File: src/rtl/seq_detect_pkg.sv
// Shared types and constants for the parametrised serial pattern detector.
package seq_detect_pkg;

  typedef enum logic {
    ST_FILL    = 1'b0,
    ST_COMPARE = 1'b1
  } state_t;

  localparam logic [3:0] PAT_0111 = 4'b0111;

endpackage

File: src/rtl/sat_counter.sv
// Saturating up-counter with a sticky all-ones flag and a synchronous clear.
module sat_counter #(
  parameter int CNT_W = 8
) (
  input  logic             CLK,
  input  logic             RESET_N,
  input  logic             inc,
  input  logic             clr,
  output logic [CNT_W-1:0] cnt,
  output logic             sat
);

  logic [CNT_W-1:0] cnt_inc;

  assign cnt_inc = cnt + 1'b1;

  always_ff @(posedge CLK or negedge RESET_N) begin
    if (!RESET_N) begin
      cnt <= '0;
      sat <= 1'b0;
    end else if (clr) begin
      cnt <= '0;
      sat <= 1'b0;
    end else if (inc && !(&cnt)) begin
      cnt <= cnt_inc;
      // flag rises on the same edge the count lands on all-ones
      if (&cnt_inc) begin
        sat <= 1'b1;
      end
    end
  end

endmodule

File: src/rtl/seq_detect_param.sv
// Runtime-loadable serial pattern detector with registered match pulse,
// selectable overlap and a saturating match counter.
//
// state      | meaning
// ST_FILL    | fewer than PAT_W valid bits held since reset/load/match
// ST_COMPARE | history full; every valid bit is compared against pattern
module seq_detect_param
  import seq_detect_pkg::*;
#(
  parameter int               PAT_W   = 4,
  parameter logic [PAT_W-1:0] PAT_RST = PAT_W'(PAT_0111),
  parameter int               CNT_W   = 8
) (
  input  logic             CLK,
  input  logic             RESET_N,
  input  logic             DIN_VALID,
  input  logic             DIN,
  input  logic             OVERLAP,
  input  logic             PAT_LOAD,
  input  logic [PAT_W-1:0] PAT_IN,
  input  logic             CLR_CNT,
  output logic             DOUT,
  output logic [CNT_W-1:0] MATCH_CNT,
  output logic             CNT_SAT
);

  localparam int               FILL_W    = $clog2(PAT_W + 1);
  localparam logic [FILL_W-1:0] FILL_FULL = FILL_W'(PAT_W);

  state_t             state_q, state_d;
  logic [PAT_W-1:0]   pattern_q, pattern_d;
  logic [PAT_W-1:0]   history_q, history_d;
  logic [FILL_W-1:0]  fill_q, fill_d;
  logic               dout_d;

  logic [PAT_W-1:0]   hist_nxt;
  logic [FILL_W-1:0]  fill_nxt;
  logic               match;

  assign hist_nxt = {history_q[PAT_W-2:0], DIN};
  assign fill_nxt = (fill_q == FILL_FULL) ? fill_q : fill_q + 1'b1;
  // a load in the same cycle discards the incoming bit, so it can never match
  assign match    = DIN_VALID && !PAT_LOAD && (hist_nxt == pattern_q) &&
                    (fill_nxt == FILL_FULL);

  always_ff @(posedge CLK or negedge RESET_N) begin
    if (!RESET_N) begin
      state_q   <= ST_FILL;
      pattern_q <= PAT_RST;
      history_q <= '0;
      fill_q    <= '0;
      DOUT      <= 1'b0;
    end else begin
      state_q   <= state_d;
      pattern_q <= pattern_d;
      history_q <= history_d;
      fill_q    <= fill_d;
      DOUT      <= dout_d;
    end
  end

  always_comb begin
    state_d   = state_q;
    pattern_d = pattern_q;
    history_d = history_q;
    fill_d    = fill_q;
    dout_d    = match;

    if (PAT_LOAD) begin
      pattern_d = PAT_IN;
      history_d = '0;
      fill_d    = '0;
      state_d   = ST_FILL;
    end else if (DIN_VALID) begin
      if (match && !OVERLAP) begin
        history_d = '0;
        fill_d    = '0;
        state_d   = ST_FILL;
      end else begin
        history_d = hist_nxt;
        fill_d    = fill_nxt;
        case (state_q)
          ST_FILL:    state_d = (fill_nxt == FILL_FULL) ? ST_COMPARE : ST_FILL;
          ST_COMPARE: state_d = ST_COMPARE;
          default:    state_d = ST_FILL;
        endcase
      end
    end
  end

  sat_counter #(
    .CNT_W(CNT_W)
  ) u_cnt (
    .CLK    (CLK),
    .RESET_N(RESET_N),
    .inc    (match),
    .clr    (CLR_CNT),
    .cnt    (MATCH_CNT),
    .sat    (CNT_SAT)
  );

endmodule

File: config.mk
export PLATFORM = sky130hd
export DESIGN_NAME = seq_detect_param
export DESIGN_NICKNAME = d
export VERILOG_FILES = /design/src/rtl/seq_detect_pkg.sv /design/src/rtl/sat_counter.sv /design/src/rtl/seq_detect_param.sv
export SDC_FILE = /design/constraint.sdc
export NUM_CORES = 1
export LEC_CHECK = 0
export CORE_MARGIN = 5
export CORE_UTILIZATION = 40
export CTS_CLUSTER_SIZE = 25
export DETAILED_ROUTE_END_ITERATION = 12
export DONT_BUFFER_PORTS = 1
export PLACE_DENSITY_LB_ADDON = 0.12
export SLEW_MARGIN = 30
export SYNTH_ARGS = -nofsm -noshare
export SYNTH_HDL_FRONTEND = slang
export SYNTH_SLANG_ARGS = --single-unit
File: constraint.sdc
create_clock -name CLK -period 2.3 [get_ports CLK]
set_clock_uncertainty 0.05 [all_clocks]
set_input_delay 0.23 -clock CLK [delete_from_list [all_inputs] [get_ports CLK]]
set_output_delay 0.23 -clock CLK [all_outputs]
set_load 0.03 [all_outputs]
# Word-level counts from Yosys, hierarchy flattened
# Index checks and enable logic that the tools add are counted.
[totals]
rom_bits = 0
register_bits = 20
elab_cells = 37
mem_count = 0
ramBits = 0
latch_bits = 0
[op_classes]
n_mux = 12
div = 0
bitwise_logic = 0
addsub = 2
eq_ne = 3
n_lt_le_gt_ge = 0
multipliers = 0
reduce_logical = 14
shifts = 0
[op_table]
columns = ["operator", "n"]
rows = [
  ["3-bit two-way mux", 7],
  ["8-bit two-way mux", 2],
  ["8-bit AND reduction", 2],
  ["8-bit by 1-bit adder with 8-bit output, second input constant", 1],
  ["3-bit == test, second input constant", 2],
  ["2-bit nonzero test", 3],
  ["1-bit logical AND", 5],
  ["4-bit == test", 1],
  ["3-bit by 1-bit adder with 3-bit output, second input constant", 1],
  ["1-bit zero test", 3],
  ["1-bit two-way mux", 3],
  ["2-bit AND reduction", 1],
]

# Depth between registers and ports, before layout
[depth]
depth_word = 8
mapped_depth = 7

# Hierarchy
# From an unflattened synthesis, not the netlist that was laid out.
[unflattened]
cells_unflattened = 115
hier_area_um2 = 1186.1
[by_module_without_submodules]
columns = ["mod", "area_per_inst_um2", "instances", "cells_each"]
rows = [
  ["seq_detect_param", 616.8, 1, 54],
  ["sat_counter", 569.3, 1, 61],
]

# Worst setup path before layout
# No wires, ideal clock.
[synth_timing]
path_kind = "register to register"
from = "reg fill_q[0]"
to = "reg u_cnt.cnt[6]"
path_buffers = 0
period_less_slack_ps = 2245
setup_time_ps = 136
stages_incl_launch_ff = 8
t_required_ps = 2114
path_slack_ps = 55
arrival_time_ps = 2059
path_cell_list = "dfrtp_1 inv_1 ha_1 or3b_1 a31o_4 or4_4 nor3_2 a211oi_2"
[synth_via]
elab_chain_cells = 6
word_cells_on_any_way = 7
[synth_rtl]
columns = ["element", "line_no", "source"]
rows = [
  ["start, declared", "seq_detect_param.sv:33", "logic [FILL_W-1:0] fill_q, fill_d;"],
  ["start signal, assigned", "seq_detect_param.sv:57", "fill_q <= fill_d;"],
  ["3-bit by 1-bit adder with 3-bit output / 3-bit == test (equally long branches)", "seq_detect_param.sv:41", "assign fill_nxt = (fill_q == FILL_FULL) ? fill_q : fill_q + 1'b1;"],
  ["3-bit two-way mux *", "seq_detect_param.sv:41", ""],
  ["3-bit == test *", "-", ""],
  ["1-bit logical AND *", "seq_detect_param.sv:43", "assign match = DIN_VALID && !PAT_LOAD && (hist_nxt == pattern_q) &&"],
  ["1-bit logical AND *", "sat_counter.sv:24", "end else if (inc && !(&cnt)) begin"],
  ["2-bit nonzero test (no line) *", "-", ""],
  ["end signal, assigned", "sat_counter.sv:25", "cnt <= cnt_inc;"],
  ["end, declared", "sat_counter.sv:9", "output logic [CNT_W-1:0] cnt,"],
]
# Mark *: on every way between the ends. The rest lies on a longest branch, timed or not.
# A chain may end at the register's enable or synchronous reset.

# Worst setup path after layout
[layout_timing]
from = "reg fill_q[0]"
to = "reg u_cnt.cnt[3]"
# The elaborated chain is that of the path after synthesis.

==> impl_metrics.tcl <==
set metrics [dict create \
    final_common_cell "dfrtp_1" \
    cts_tree "yes" \
    start_util 0.424 \
    synth-simple-area-share 0.238 \
    final_cell_mix "dfrtp_1 (17), buf_4 (12)" \
    muxShareOfSynthArea 0.0467 \
    slew_headroom 0.694 \
    outcome "completed" \
    finalHoldViolations 0 \
    maxSlewViolCount 0 \
    cts.sinks 20 \
    synth_edf_count 0 \
    start_kind "flop" \
    synth.top_cell.area_share 0.361 \
    met3_usage 0.0350 \
    clk_transition_reported_paths_ns 0.12 \
    grt_usage 0.143 \
    tightest_slew_ns 0.458 \
    grt_pass1_wl_mm 4.73 \
    htreeDepth 1 \
    coreArea_sq_um 2780 \
    cp.arrival_ns 2.34 \
    drtIter0Drc 17 \
    required_ns 2.49 \
    dp_hpwl_mm 1.93 \
    synth_top_area_cell "dfrtp_1" \
    grtUsageMet1 0.201 \
    grt_use_met2 0.214 \
    die_area_sq_um 4140 \
    wirelength_mm 2.63 \
    num-nets-final 146 \
    grt_start_max_net_pins 21 \
    wire_per_inst_microns 16.3 \
    p_leak_nw 0.575 \
    synth_seq_cells 20 \
    synthArstFlopShare 1.00 \
    vias_per_cell 5.80 \
    syn_avg_cell_area_sq_um 10.4 \
    ios 21 \
    fin_crit_sh 0.934 \
    top_usage_layer "met2" \
    seq_area_frac_synth 0.427 \
    fmax_ghz 0.465 \
    synth_cells 113 \
    area_delta_synth_final_pct 17.0 \
    drc 0 \
    cp-end-kind "flop" \
    grt_pass1_vias 978 \
    yosys_warnings 0 \
    drv_cap 0 \
    p_per_area_nw_per_um2 495 \
    post-route-cell-area_sq_um 1380 \
    worstSkewPairLatency_ns 0.30 \
    firstDrtPassIters 4 \
    num_rows 19 \
    synthXorXnorAreaFrac 0.0594 \
    cts-root-buf "clkbuf_4" \
    antenna_found_initial 0 \
    netlist_top_cells_area "dfrtp_1 (36%), dfstp_2 (6.7%), xnor2_1 (5.2%)" \
    routabilityCongestion 0.732 \
    vias 934 \
    synth_compound_area_frac 0.157 \
    final_util 0.496 \
    syn_nets 128 \
    min_period_ns 2.15 \
    cts_buffers 3 \
    placed_area_sq_um 1280 \
    synth_top_family_by_area "simple AND/OR/NAND/NOR gates" \
    synth_flop_cell "dfrtp_1" \
    antenna_cells 0 \
    overflow 0 \
    rsz0062_at_grt "no" \
    criticalPathCategory "reg2reg" \
    synthAdderAreaFrac 0.0424 \
    antenna_left 0 \
    min_path_type "in2reg" \
    yosysUniqueCellTypes 39 \
    worstPathMaxFanout 5 \
    setup_violations 0 \
    portBuffers 0 \
    worstHoldPathCells 1 \
    drive_gt1_frac 0.246 \
    fin_setup_tns_ns 0 \
    cts_buffer_depth 2 \
    reg2regPathDepth 7 \
    fp.dieW_microns 64.3 \
    netlist_area_sq_um 1180 \
    ir_drop_v 0.000330 \
    die_y_microns 64.3 \
]
-- layout make-up --
| type | instances | area, sq um |
|---|---|---|
| Tap cell | 31 | 38.8 |
| Inverter | 5 | 18.8 |
| Multi-Input combinational cell | 84 | 647 |
| Clock buffer | 4 | 36.3 |
| Fill cell | 265 | 1400 |
| Sequential cell | 20 | 504 |
| Timing Repair Buffer | 17 | 135 |
-- timing repair --
item	in CTS	in global routing
gates resized for setup	0	1
setup buffers	1	0
endpoints found under the hold margin	29	18
hold buffers	3	2
pin swaps	0	2
endpoints found under the setup margin	1	2
-- power breakdown --
part           internal [mW]  switching [mW]  leakage (nW)
combinational         0.0458          0.0489         0.290
clock                 0.0966           0.113        0.0210
sequential             0.368          0.0101         0.264
total                  0.511           0.172         0.575
-- critical path, cell delays in order, from the launching register on --
cell     delay (ns)
dfrtp_1        0.40
inv_1          0.08
ha_1           0.21
or3b_1         0.39
a31o_4         0.27
nor3_4         0.18
or3b_1         0.36
a21oi_1        0.15
-- metrics by stage --
stage          power [mW]  std cells  hold WS, ns  setup slack, ns
6_report            0.683        161       0.0221            0.152
5_1_grt             0.723        161     0.000944         0.000429
2_1_floorplan       0.451        113       -0.116           0.0554
3_3_place_gp        0.460        151       -0.115           0.0656
3_5_place_dp        0.463        151       -0.115         -0.00590
4_1_cts             0.687        159       0.0163          0.00460
-- registers in the layout, summed over array words and instances (netlist names) --
register and cells:
pattern_q 4, DOUT 1, history_q 3, u_cnt.cnt 8, u_cnt.sat 1, fill_q 3
-- metal layers --
layer / wire [microns] / vias to the layer above
li1: - / 453
met1: 1260 / 458
met2: 1210 / 19
met3: 128 / 4
met4: 28 / 0
met5: 0 / -
-- cells by family (layout without fill, tap and decap cells) --
group,after synthesis,count (layout)
adder cells (fa/ha/maj),4,4
buffers and inverters,9,26
XOR/XNOR,8,8
flip-flops,20,20
multiplexers,5,5
AND/OR/NAND/NOR,45,45
AO/OA/AOI/OAI,22,22
-- synth_stat cells (all sizes together), types with 2 or more instances --
| master | instances |
|---|---|
| a211oi | 2 |
| a21oi | 7 |
| a31o | 2 |
| a32o | 3 |
| and2 | 2 |
| and3 | 2 |
| and4b | 2 |
| clkbuf | 3 |
| dfrtp | 17 |
| dfstp | 3 |
| ha | 4 |
| inv | 5 |
| mux2 | 4 |
| nand2 | 7 |
| nand2b | 4 |
| nand3 | 7 |
| nand4 | 2 |
| nor2 | 7 |
| nor3 | 6 |
| o2111ai | 2 |
| o22ai | 2 |
| or3b | 2 |
| xnor2 | 7 |
-- path summary, 6_finish.rpt --
kind	slack, ns	endpoint	from
max in group asynchronous	1.49	pattern_q[0]	RESET_N
setup / recovery	0.15	u_cnt.cnt[3]	fill_q[0]
hold / removal	0.02	pattern_q[3]	PAT_IN[3]
hold reg to reg	0.50	pattern_q[3]	pattern_q[3]
min in group asynchronous	0.36	u_cnt.cnt[4]	RESET_N
setup reg to reg	0.15	u_cnt.cnt[3]	fill_q[0]
Note: power is estimated with default switching activity, not from simulation.
